[src/rtl/two_four_monitor_pkg.sv]
// Shared constants, types and the BCD increment helper for the 2/4 counter monitor.
// Optional macro TWO_FOUR_MONITOR_HOLD_EN (display hold) is handled in the top module.
package two_four_pkg;

   localparam int NUM_DIGITS   = 4;
   localparam int TALLY_DIGITS = 2;

   localparam logic [6:0]            SEG_BLANK = 7'h7F;
   localparam logic [NUM_DIGITS-1:0] AN_OFF    = 4'hF;

   // Active-low {g,f,e,d,c,b,a} patterns for hex digits 0..F
   localparam logic [6:0] SEG_TABLE [16] = '{
      7'h40, 7'h79, 7'h24, 7'h30, 7'h19, 7'h12, 7'h02, 7'h78,
      7'h00, 7'h10, 7'h08, 7'h03, 7'h46, 7'h21, 7'h06, 7'h0E
   };

   typedef logic [3:0] bcd_t;
   typedef logic [1:0] digit_idx_t;

   function automatic logic [4*TALLY_DIGITS-1:0] bcd_inc(input logic [4*TALLY_DIGITS-1:0] v);
      bcd_t ones;
      bcd_t tens;
      ones = v[3:0];
      tens = v[7:4];
      if (ones == 4'd9) begin
         ones = 4'd0;
         if (tens == 4'd9) begin
            tens = 4'd0;
         end else begin
            tens = tens + 4'd1;
         end
      end else begin
         ones = ones + 4'd1;
      end
      return {tens, ones};
   endfunction

endpackage

[src/rtl/two_four_monitor_hex_to_seg.sv]
// Combinational hex digit to active-low seven-segment decoder.
module hex_to_seg
   import two_four_pkg::*;
(
   input  logic [3:0] val,
   output logic [6:0] seg
);

   assign seg = SEG_TABLE[val];

endmodule

[src/rtl/two_four_monitor.sv]
// Counts rising edges of z as a 2-digit BCD tally, latches {a,b,c,d} per event and
// scans a 4-digit common-anode display. Define TWO_FOUR_MONITOR_HOLD_EN for a display-hold input.
module two_four_monitor
   import two_four_pkg::*;
#(
   parameter int unsigned SCAN_DIV = 4
)
(
   input  logic                       clk,
   input  logic                       rst_n,
   input  logic                       a,
   input  logic                       b,
   input  logic                       c,
   input  logic                       d,
   input  logic                       x,
   input  logic                       z,
   input  logic                       clr,
`ifdef TWO_FOUR_MONITOR_HOLD_EN
   input  logic                       hold,
`endif
   output logic [4*TALLY_DIGITS-1:0]  tally,
   output logic [3:0]                 last_state,
   output logic                       event_pulse,
   output logic [6:0]                 seg,
   output logic [NUM_DIGITS-1:0]      an
);

   localparam logic [15:0] SCAN_TERM = 16'(SCAN_DIV - 1);

   logic                      z_d_r;
   logic                      edge_s;
   logic                      event_pulse_r;
   logic [4*TALLY_DIGITS-1:0] tally_r;
   logic [3:0]                last_state_r;
   logic [15:0]               presc_r;
   digit_idx_t                idx_r;
   logic [6:0]                seg_r;
   logic [NUM_DIGITS-1:0]     an_r;
   logic [4*TALLY_DIGITS-1:0] disp_tally_s;
   logic [3:0]                disp_state_s;
   logic                      disp_x_s;
   bcd_t                      digit_s;
   logic [6:0]                dec_seg_s;

   assign edge_s = z & ~z_d_r;

   // Edge history, event tally, state latch and event strobe; clr outranks a coincident edge
   always_ff @(posedge clk) begin
      if (!rst_n) begin
         z_d_r         <= 1'b1;
         tally_r       <= 8'h00;
         last_state_r  <= 4'h0;
         event_pulse_r <= 1'b0;
      end else begin
         z_d_r <= z;
         if (clr) begin
            tally_r       <= 8'h00;
            last_state_r  <= 4'h0;
            event_pulse_r <= 1'b0;
         end else if (edge_s) begin
            tally_r       <= bcd_inc(tally_r);
            last_state_r  <= {a, b, c, d};
            event_pulse_r <= 1'b1;
         end else begin
            event_pulse_r <= 1'b0;
         end
      end
   end

`ifdef TWO_FOUR_MONITOR_HOLD_EN
   logic                      hold_d_r;
   logic [4*TALLY_DIGITS-1:0] tally_snap_r;
   logic [3:0]                state_snap_r;
   logic                      x_snap_r;

   // Snapshot of the displayed values taken on the cycle hold rises
   always_ff @(posedge clk) begin
      if (!rst_n) begin
         hold_d_r     <= 1'b0;
         tally_snap_r <= 8'h00;
         state_snap_r <= 4'h0;
         x_snap_r     <= 1'b0;
      end else begin
         hold_d_r <= hold;
         if (hold & ~hold_d_r) begin
            tally_snap_r <= tally_r;
            state_snap_r <= last_state_r;
            x_snap_r     <= x;
         end else begin
            tally_snap_r <= tally_snap_r;
            state_snap_r <= state_snap_r;
            x_snap_r     <= x_snap_r;
         end
      end
   end

   // On the rising cycle the live values equal what is being captured, so live is shown
   always_comb begin
      disp_tally_s = tally_r;
      disp_state_s = last_state_r;
      disp_x_s     = x;
      if (hold & hold_d_r) begin
         disp_tally_s = tally_snap_r;
         disp_state_s = state_snap_r;
         disp_x_s     = x_snap_r;
      end else begin
         disp_tally_s = tally_r;
         disp_state_s = last_state_r;
         disp_x_s     = x;
      end
   end
`else
   assign disp_tally_s = tally_r;
   assign disp_state_s = last_state_r;
   assign disp_x_s     = x;
`endif

   // Select the nibble for the digit currently being scanned
   always_comb begin
      digit_s = 4'h0;
      case (idx_r)
         2'd0:    digit_s = disp_tally_s[3:0];
         2'd1:    digit_s = disp_tally_s[7:4];
         2'd2:    digit_s = disp_state_s;
         2'd3:    digit_s = {3'b000, disp_x_s};
         default: digit_s = 4'h0;
      endcase
   end

   hex_to_seg u_hex_to_seg (
      .val (digit_s),
      .seg (dec_seg_s)
   );

   // Prescaler, digit index and registered anode/segment drive
   always_ff @(posedge clk) begin
      if (!rst_n) begin
         presc_r <= 16'd0;
         idx_r   <= 2'd0;
         seg_r   <= SEG_BLANK;
         an_r    <= AN_OFF;
      end else begin
         if (presc_r == SCAN_TERM) begin
            presc_r <= 16'd0;
            idx_r   <= idx_r + 2'd1;
         end else begin
            presc_r <= presc_r + 16'd1;
            idx_r   <= idx_r;
         end
         an_r  <= ~(4'b0001 << idx_r);
         seg_r <= dec_seg_s;
      end
   end

   assign tally       = tally_r;
   assign last_state  = last_state_r;
   assign event_pulse = event_pulse_r;
   assign seg         = seg_r;
   assign an          = an_r;

endmodule

[config.mk]
export PLATFORM = sky130hd
export DESIGN_NAME = two_four_monitor
export DESIGN_NICKNAME = d
export VERILOG_FILES = /design/src/rtl/two_four_monitor_pkg.sv /design/src/rtl/two_four_monitor_hex_to_seg.sv /design/src/rtl/two_four_monitor.sv
export SDC_FILE = /design/constraint.sdc
export NUM_CORES = 1
export LEC_CHECK = 0
export CAP_MARGIN = 20
export CORE_ASPECT_RATIO = 1.5
export CORE_MARGIN = 2
export CORE_UTILIZATION = 55
export CTS_BUF_LIST = sky130_fd_sc_hd__clkbuf_8
export DETAILED_ROUTE_END_ITERATION = 16
export PLACE_DENSITY_LB_ADDON = 0.12
export SLEW_MARGIN = 20
export SYNTH_ARGS = -nofsm -noshare
export SYNTH_HDL_FRONTEND = slang
export SYNTH_HIERARCHICAL = 1
export SYNTH_SLANG_ARGS = --single-unit
[constraint.sdc]
create_clock -name clk -period 2.8 [get_ports clk]
set_input_delay 0.7 -clock clk [delete_from_list [all_inputs] [get_ports clk]]
set_output_delay 0.7 -clock clk [all_outputs]
set_load 0.005 [all_outputs]
==> reports/results.ini <==
[clocking]
clk_path_buf_depth=2
cts_tree=built
clk_pin_slew_ps=70
cts-resized-gates=0
htree_levels=2
clock_latency_ps=280
cts_root_buf=clkbuf_8
cts_buffers=5
clkSinkCount=43
cts_hold_buf=0
cts_setup_buffers=0

[synthesis]
synth.most_common_cell=dfxtp_1
synth_cell_type_count=44
synth_top_cells_by_area=dfxtp_1 (42%), ha_1 (8.0%), xnor2_1 (6.0%)
netlist_area_um2=2040
synth_nets=249
yosysSeqAreaShare_pct=42.3
synth_ff_type=dfxtp_1
yosysWarnings=6
ys_ff_latch=43
syn_inst=227
synth_area_leader_cell=dfxtp_1
netlist_top_cells_count=dfxtp_1 (43), nor2_1 (27), nand2_1 (16)
synth_top_area_share_pct=42.3
async_flop_share_pct=0
synth_edf_count=0
avgSynthCellArea_um2=8.97

[die]
start_util_pct=56.3
dieArea_um2=4210
ios=33
fp.dieH_um=78.5
row_count=27
core_um2=3610
fp.dieW_um=53.7

[grt]
grt_pass1_wl_mm=6.54
antenna_found_initial=0
grt_pass1_vias=1562
grt_max_degree=16
gr-total-overflow=0
track_usage_pct=20.4

[placement]
io_buffers=32
dpl.hpwl_mm=2.95
place.gp.congestion=0.735

[critical_path]
timing.critical_path.cells=clkdlybuf4s50_1 -> a222oi_1 -> mux2i_1 -> inv_1 -> ha_1 -> nand2_2 -> a21oi_1 -> a31oi_1 -> nand2b_1
critical_path_buf_inv_count=2
r2r_setup_slack_ps=620
path_class=in2reg
cpPeakStageDelay_ps=460
cp.arrival_ps=2460
start_kind=input port
path_max_fanout=4
path_delay_family=buffers and inverters
worst_setup_path_end_kind=register
worstPathRequired_ps=2970
slowest_stage=clkdlybuf4s50_1

[job]
cap_viol_max_count=0

[sta]
worst_slew_pin_slew_ps=511
post-route-min-period_ps=2280
fin_crit_sh_pct=81.5
skew_ps=6.98
slew_headroom_pct=65.8
rsz0062_at_grt=false
whs_ps=487
fmaxAchievable_ghz=0.438
finalSetupViolCount=0
maxSlewViolCount=0
hold_viol=0
finalSetupTns_ps=0

[power]
p_leak_nw=0.899
power_frac_seq_pct=56.3
p_sw_share_pct=21.2
vdd_drop_max_uv=385
clkPwrFrac_pct=36.5
netSwitchingPower_uw=240
p_int_uw=893
combPwrFrac_pct=7.1
power.density_nw_per_um2=451

[routing]
drt_iter0_drc=43
wl_mm=3.91
vias=1624
drc=0
final_antenna_net_count=0
dr.pass1.iters=6
routedWlPerCell_um=12.7
via_per_inst=5.27

[run_status]
status=finished clean

[layout]
fill_cells=302
n_antenna_cell=0
drive_gt1_share_pct=6.04
fin_nets=286
areaGrowthSynthToFinish_pct=23.4

[min_path]
hp-class=reg2reg

==> flip-flops by register name, summed over array words and instances, names as in the netlist <==
name,cells
z_d_r,1
idx_r,2
event_pulse,1
an,4
last_state,4
seg,7
tally,8
presc_r,16
==> area by class of cell <==
class | count | area, µm² | area share [%]
clock buffer | 7 | 96.3 | 3.84
multi-input combinational | 167 | 1100 | 43.7
tap | 43 | 53.8 | 2.14
clock inverter | 1 | 3.75 | 0.149
inverter | 9 | 33.8 | 1.35
timing repair buffer | 38 | 365 | 14.5
sequential | 43 | 861 | 34.3
==> power by group through the flow <==
stage / sequential (mW) / clock [mW] / combinational (mW)
2_1_floorplan: 0.650 / 0 / 0.0436
4_1_cts: 0.638 / 0.425 / 0.0827
3_5_place_dp: 0.653 / 0 / 0.0824
6_report: 0.638 / 0.414 / 0.0809
3_3_place_gp: 0.652 / 0 / 0.0816
5_1_grt: 0.640 / 0.447 / 0.0908
==> cell families after synthesis <==
family | synth area share [%]
multiplexers | 4.49
AND/OR/NAND/NOR | 25.8
buffers and inverters | 3.81
flip-flops | 42.3
adder cells (fa/ha/maj) | 7.99
XOR/XNOR | 7.74
AO/OA/AOI/OAI | 7.93
==> cell usage in the layout (no fill, tap or decap), types with 2 or more instances in the layout <==
cell type,instances
nand3_1,8
nor3b_1,3
clkbuf_8,7
nor4_1,5
dfxtp_1,43
xnor2_1,14
inv_1,9
xor2_1,4
a31oi_1,2
clkdlybuf4s50_1,32
nor2b_1,6
mux2i_1,8
ha_1,13
nor2_1,27
o21ai_1,6
a22oi_1,3
o21a_1,2
nand2b_1,11
o21ai_0,5
buf_4,6
nand4_1,5
nor3_1,6
a21oi_1,5
nand3b_1,2
nand2_1,16
==> worst register-to-register path, cell delays in order (launching register included) <==
cell and delay, ps:
dfxtp_1 390, inv_1 100, ha_1 250, a222oi_1 350, mux2i_1 210, ha_1 240, or2_1 220, a21oi_1 130
a31oi_1 50, nand2b_1 140
==> routing by layer <==
layer  up-vias  wire (µm)  GRT usage (%)
met5         -          0              0
met4         0         29           6.67
met3         2        113           3.42
met2        30       2170           39.3
met1       748       1600           20.7
li1        844          -              -
==> through the flow <==
| stage | cell area (µm²) | total power, mW | setup WS [ps] | util, % | cells |
|---|---|---|---|---|---|
| after detailed placement | 2410 | 0.735 | 214 | 66.7 | 300 |
| after global routing | 2510 | 1.18 | 344 | 69.5 | 308 |
| after global placement | 2410 | 0.734 | 300 | 66.7 | 300 |
| after floorplan | 2040 | 0.694 | 668 | - | 227 |
| after CTS | 2510 | 1.15 | 512 | 69.5 | 308 |
| final | 2510 | 1.13 | 517 | 69.5 | 308 |
==> final timing paths <==
kind / startpoint / endpoint / cells past startpoint
max reg2reg: idx_r[1] / seg[3] / 9
min reg2reg: presc_r[0] / presc_r[0] / 1
max: x / seg[3] / 9
min: presc_r[0] / presc_r[0] / 1
(Power assumes the default switching activity.)
==> RTL edit 1: new RTL, same flow settings <==
Add a define of `TWO_FOUR_MONITOR_HOLD_EN`.
--- a/src/rtl/two_four_monitor.sv
+++ b/src/rtl/two_four_monitor.sv
@@ -1,5 +1,7 @@
 // Counts rising edges of z as a 2-digit BCD tally, latches {a,b,c,d} per event and
 // scans a 4-digit common-anode display. Define TWO_FOUR_MONITOR_HOLD_EN for a display-hold input.
+`define TWO_FOUR_MONITOR_HOLD_EN
+
 module two_four_monitor
    import two_four_pkg::*;
 #(
Interface: changed (added hold); port bits go from 33 to 34. The function was not compared with the original's and may differ.
==> RTL edit 1 against the original RTL <==
  * Utilization shrank 0.29 points
  * Area after synthesis increased by 32%
  * Cell area grew 31%
  * Maximum frequency decreased by 14%
  * Wire length increased by 34%
  * Total power rose by 46%
  * Setup slack got worse by 0.37 ns
  * Sequential cell count up 14
  * Clock power grew 53%
  * Non-clock buffer count is 5 higher
  * Sequential share of layout area grew 0.29 points
==> RTL edit 1: results (changes against the original RTL) <==
- Status: finished, final reports clean (unchanged)
- Reg2reg path depth: 10 (was 9)
- Unique masters post-synth: 47 (was 44)
- Drt first pass iters: 4 (was 6)
- WL met1: 2180 µm (was 1600 µm)
- Routability cong.: 0.803 (was 0.735)
- Seq/Total Area, Yosys: 0.424 (was 0.423)
- Drt initial violations: 99 (was 43)
- Vias per cell: 5.23 (was 5.27)
- Clk_lat worst skew: 0.33 ns (was 0.28 ns)
- Fraction of layout cells with a size suffix above 1: 0.127 (was 0.0604)
- Filler instances: 410 (was 302)
- Worst r2r src: idx_r[0] (was idx_r[1])
- Met2 wire length: 2740 µm (was 2170 µm)
- WHS Endpoint: state_snap_r[1] (was presc_r[0])
- Worst-path clk slew: 0.05 ns (was 0.07 ns)
- Skew final: 0.00797 ns (was 0.00698 ns)
- DP HPWL: 3910 µm (was 2950 µm)
- Hold_sp: state_snap_r[1] (was presc_r[0])
- Top cells by area, synth: dfxtp_1 (42%), nand2_1 (7.0%), ha_1 (6.0%) (was dfxtp_1 (42%), ha_1 (8.0%), xnor2_1 (6.0%))
- Arrival @ worst endpoint: 2.87 ns (was 2.46 ns)
- CTS buffer count: 9 (was 5)
- R2R setup slack: 0.23 ns (was 0.62 ns)
- Number of global-route vias before repair: 2,015 (was 1,562)
- Commonest cells post-synth: dfxtp_1 (57), nand2_1 (50), nor2_1 (22) (was dfxtp_1 (43), nor2_1 (27), nand2_1 (16))
- First-pass GRT wire length: 8700 µm (was 6540 µm)
- Slew margin rel.: 0.378 (was 0.658)
- PortBufs: 33 (was 32)
[RTL edit 1: changes by cell type in the layout (fill, tap and decap cells not counted), sizes merged, moves of 4 or more]
cell	before	now
nor2	27	22
clkbuf	7	11
xnor2	14	10
mux2	1	7
a21oi	5	13
dfxtp	43	57
a21boi	0	13
buf	6	10
nand2	17	51
[RTL edit 1: worst max path at each step]
stage,start,to,slack (ns),depth (start not counted)
5_1_grt,x,seg[3],0.006,9
2_1_floorplan,hold,seg[3],0.27,10
4_1_cts,hold,seg[3],0.05,9
6_report,hold,seg[1],0.15,10
3_5_place_dp,hold,seg[3],-0.30,9
3_3_place_gp,hold,seg[1],-0.23,10
[RTL edit 1: cell type report]
cell class	count	area, µm²	area share
repair buffers	43	405	0.123
well taps	66	82.6	0.0250
flip-flops and latches	57	1140	0.346
clock buffers	11	151	0.0459
clock inverters	3	11.3	0.00341
inverters	10	37.5	0.0114
multi-input cells	223	1470	0.446
[RTL edit 1: worst max-delay path, cell delays in order]
cell and delay [ns]:
clkdlybuf4s50_1 0.44, nand2_2 0.17, mux2_2 0.36, a221oi_1 0.37
a21oi_2 0.08, buf_4 0.16, mux2_1 0.29, nand2_1 0.06
o21ai_1 0.06, nand2b_1 0.17
[RTL edit 1: routing by layer]
layer	vias up	track usage
li1	1115	-
met1	985	0.238
met2	46	0.371
met3	13	0.0559
met4	0	0.128
met5	-	0
[RTL edit 1: cells by family after synthesis]
kind of cell,synth area share
xor+xnor,0.0521
simple gates,0.246
flops,0.424
mux,0.0637
fa+ha+maj,0.0605
buf+inv,0.0349
compound gates,0.119
[RTL edit 1: what timing repair did]
item,in CTS,in global routing
hold buffers,0,0
hold endpoints to repair,0,0
resized for setup,0,6
endpoints found under the setup margin,0,6
[RTL edit 1: power groups by stage]
stage          registers, W  clock network [W]  logic [W]
2_1_floorplan      0.000866                  0  0.0000996
3_3_place_gp       0.000866                  0   0.000165
3_5_place_dp       0.000866                  0   0.000168
4_1_cts            0.000849           0.000649   0.000169
5_1_grt            0.000852           0.000689   0.000190
6_report           0.000849           0.000634   0.000169
[RTL edit 1: per-stage QoR]
| stage | setup TNS, ns | instance area (µm²) | hold WS [ns] | std cells | setup slack (ns) |
|---|---|---|---|---|---|
| floorplan | 0 | 2690 | 0.440 | 301 | 0.265 |
| global placement | -1.44 | 3120 | 0.447 | 399 | -0.230 |
| detailed placement | -1.79 | 3120 | 0.458 | 399 | -0.302 |
| CTS | 0 | 3280 | 0.466 | 413 | 0.0518 |
| global route | 0 | 3300 | 0.491 | 413 | 0.00574 |
| finish | 0 | 3300 | 0.463 | 413 | 0.146 |
==> RTL edit 2: new RTL, config.mk and constraints unchanged <==
Made on the original files. Put one more register stage on the output `seg`, with the module's reset. The value now appears one clock later. The other outputs are not delayed to match.
--- a/src/rtl/two_four_monitor.sv
+++ b/src/rtl/two_four_monitor.sv
@@ -26,6 +26,8 @@
 );
 
    localparam logic [15:0] SCAN_TERM = 16'(SCAN_DIV - 1);
+
+   logic [6:0] seg_d;
 
    logic                      z_d_r;
    logic                      edge_s;
@@ -155,8 +157,16 @@
    assign tally       = tally_r;
    assign last_state  = last_state_r;
    assign event_pulse = event_pulse_r;
-   assign seg         = seg_r;
+   assign seg_d       = seg_r;
    assign an          = an_r;
+
+   always_ff @(posedge clk) begin
+      if (!rst_n) begin
+         seg <= '0;
+      end else begin
+         seg <= seg_d;
+      end
+   end
 
 endmodule
 
Check against the original RTL: not equivalent (a bounded check fails within 4 cycles, from zero or initial values and one cycle with rst_n low).
==> RTL edit 2 against the original RTL <==
  * Clock skew down 0.0050 ns
  * Global-route usage down 1.0 points
  * Setup slack worse by 0.24 ns
  * Utilization down 0.33 points
  * Wire length up 7.8%
  * Sequential share of layout area up 2.9 points
  * Non-clock buffer count down 1
  * First-iteration DRC count up 63%
  * Cell area up 7.1%
  * Total power up 16%
  * Area after synthesis up 8.2%
  * Sequential cell count up 7
==> RTL edit 2: results (changes against the original RTL) <==
- Routed length per instance: 13.1 µm (was 12.7 µm)
- Clk_lat worst skew: 0.29 ns
- Max reg flops: 16 (unchanged)
- Worst Path Max Fanout: 6 (was 4)
- Commonest cells post-synth: dfxtp_1 (50), nor2_1 (27), nand2_1 (16) (was dfxtp_1 (43), nor2_1 (27), nand2_1 (16))
- DP Cell Count: 313 (was 300)
- Drt first pass iters: 6 (unchanged)
- Post-CTS Setup Bufs: 0 (unchanged)
- Mapped Avg Cell Area: 9.26 µm² (was 8.97 µm²)
- Pleak: 0.967 nW (was 0.899 nW)
- Filler instances: 321 (was 302)
- Top cells by area, synth: dfxtp_1 (45%), ha_1 (7.4%), xnor2_1 (6.0%) (was dfxtp_1 (42%), ha_1 (8.0%), xnor2_1 (6.0%))
- Fraction of layout cells with a size suffix above 1: 0.0616 (was 0.0604)
- Drt initial violations: 70 (was 43)
- Routability cong.: 0.891 (was 0.735)
- Status: finished, final reports clean (unchanged)
- Via count of the routed design: 1,723 (was 1,624)
- Worst-path clk slew: 0.08 ns
- CTS buffer count: 5 (unchanged)
- Final #Nets: 297 (was 286)
- Seq/Total Area, Yosys: 0.454 (was 0.423)
- Peak supply drop: 0.000429 V (was 0.000385 V)
- Initial antenna violation count: 0 (unchanged)
- Slew margin rel.: 0.511 (was 0.658)
- Arrival @ worst endpoint: 2.71 ns (was 2.46 ns)
- Global Route Usage Sum: 0.194 (was 0.204)
- Root Driver: clkbuf_8 (unchanged)
- First-pass GRT wire length: 6950 µm (was 6540 µm)
- Top reg by flops: presc_r (unchanged)
- WL final: 4220 µm (was 3910 µm)
- Number of global-route vias before repair: 1,647 (was 1,562)
- DP HPWL: 3090 µm (was 2950 µm)
- Final core occ: 0.691 (was 0.695)
- PortBufs: 32 (unchanged)
- Placed Instance Area: 0.00258 mm² (was 0.00241 mm²)
- Unique masters post-synth: 42 (was 44)
- Total of warnings raised by yosys: 6 (unchanged)
- Post-Place Setup Slack: 0.191 ns (was 0.214 ns)
- Post-CTS sizing: 0 (unchanged)
- Top FF cell, synth: dfxtp_1 (unchanged)
- Skew final: 0.00199 ns (was 0.00698 ns)
- Largest net degree at the start of global routing: 23 (was 16)
- Syn Nets: 260 (was 249)
RTL edit 2: critical path, cell delays in order (launching register included):
cell	delay, ns
dfxtp_1	0.35
inv_1	0.10
ha_1	0.26
a22oi_1	0.11
o21ai_0	0.59
inv_1	0.22
ha_1	0.25
or2_1	0.22
a21oi_1	0.13
a31oi_1	0.05
nand2b_1	0.13
RTL edit 2: per-layer routing:
metal	GRT usage	share of wire	vias to the layer above
met3	0.0346	0.037	9
met1	0.195	0.39	801
li1	-	-	871
met4	0.105	0.024	0
met5	0	0	-
met2	0.376	0.55	42
RTL edit 2: worst paths after layout:
check | start | cells past startpoint | to | slack [ns]
max | idx_r[1] | 10 | seg_d[3] | 0.28
min | seg_d[3] | 1 | seg[3] | 0.43
max reg2reg | idx_r[1] | 10 | seg_d[3] | 0.28
min reg2reg | seg_d[3] | 1 | seg[3] | 0.43
RTL edit 2: where the power goes:
group	switching [W]	internal, W
Combinational	0.0000389	0.0000484
Sequential	0.0000123	0.000732
Clock	0.000222	0.000263
RTL edit 2: logic make-up after synthesis:
group / after synthesis / share of synthesized area
buffers and inverters: 16 / 0.0329
AOI/OAI and AO/OA: 28 / 0.0750
xor gates and xnor gates: 18 / 0.0716
muxes: 9 / 0.0415
adders and majority gates: 13 / 0.0738
and+or+nand+nor: 104 / 0.251
DFF: 50 / 0.454
RTL edit 2: layout make-up:
class | instances | area share
Clock buffer | 5 | 0.0256
Clock inverter | 3 | 0.0154
Inverter | 9 | 0.0126
Multi-Input combinational cell | 172 | 0.420
Sequential cell | 50 | 0.372
Tap cell | 45 | 0.0209
Timing Repair Buffer | 37 | 0.133
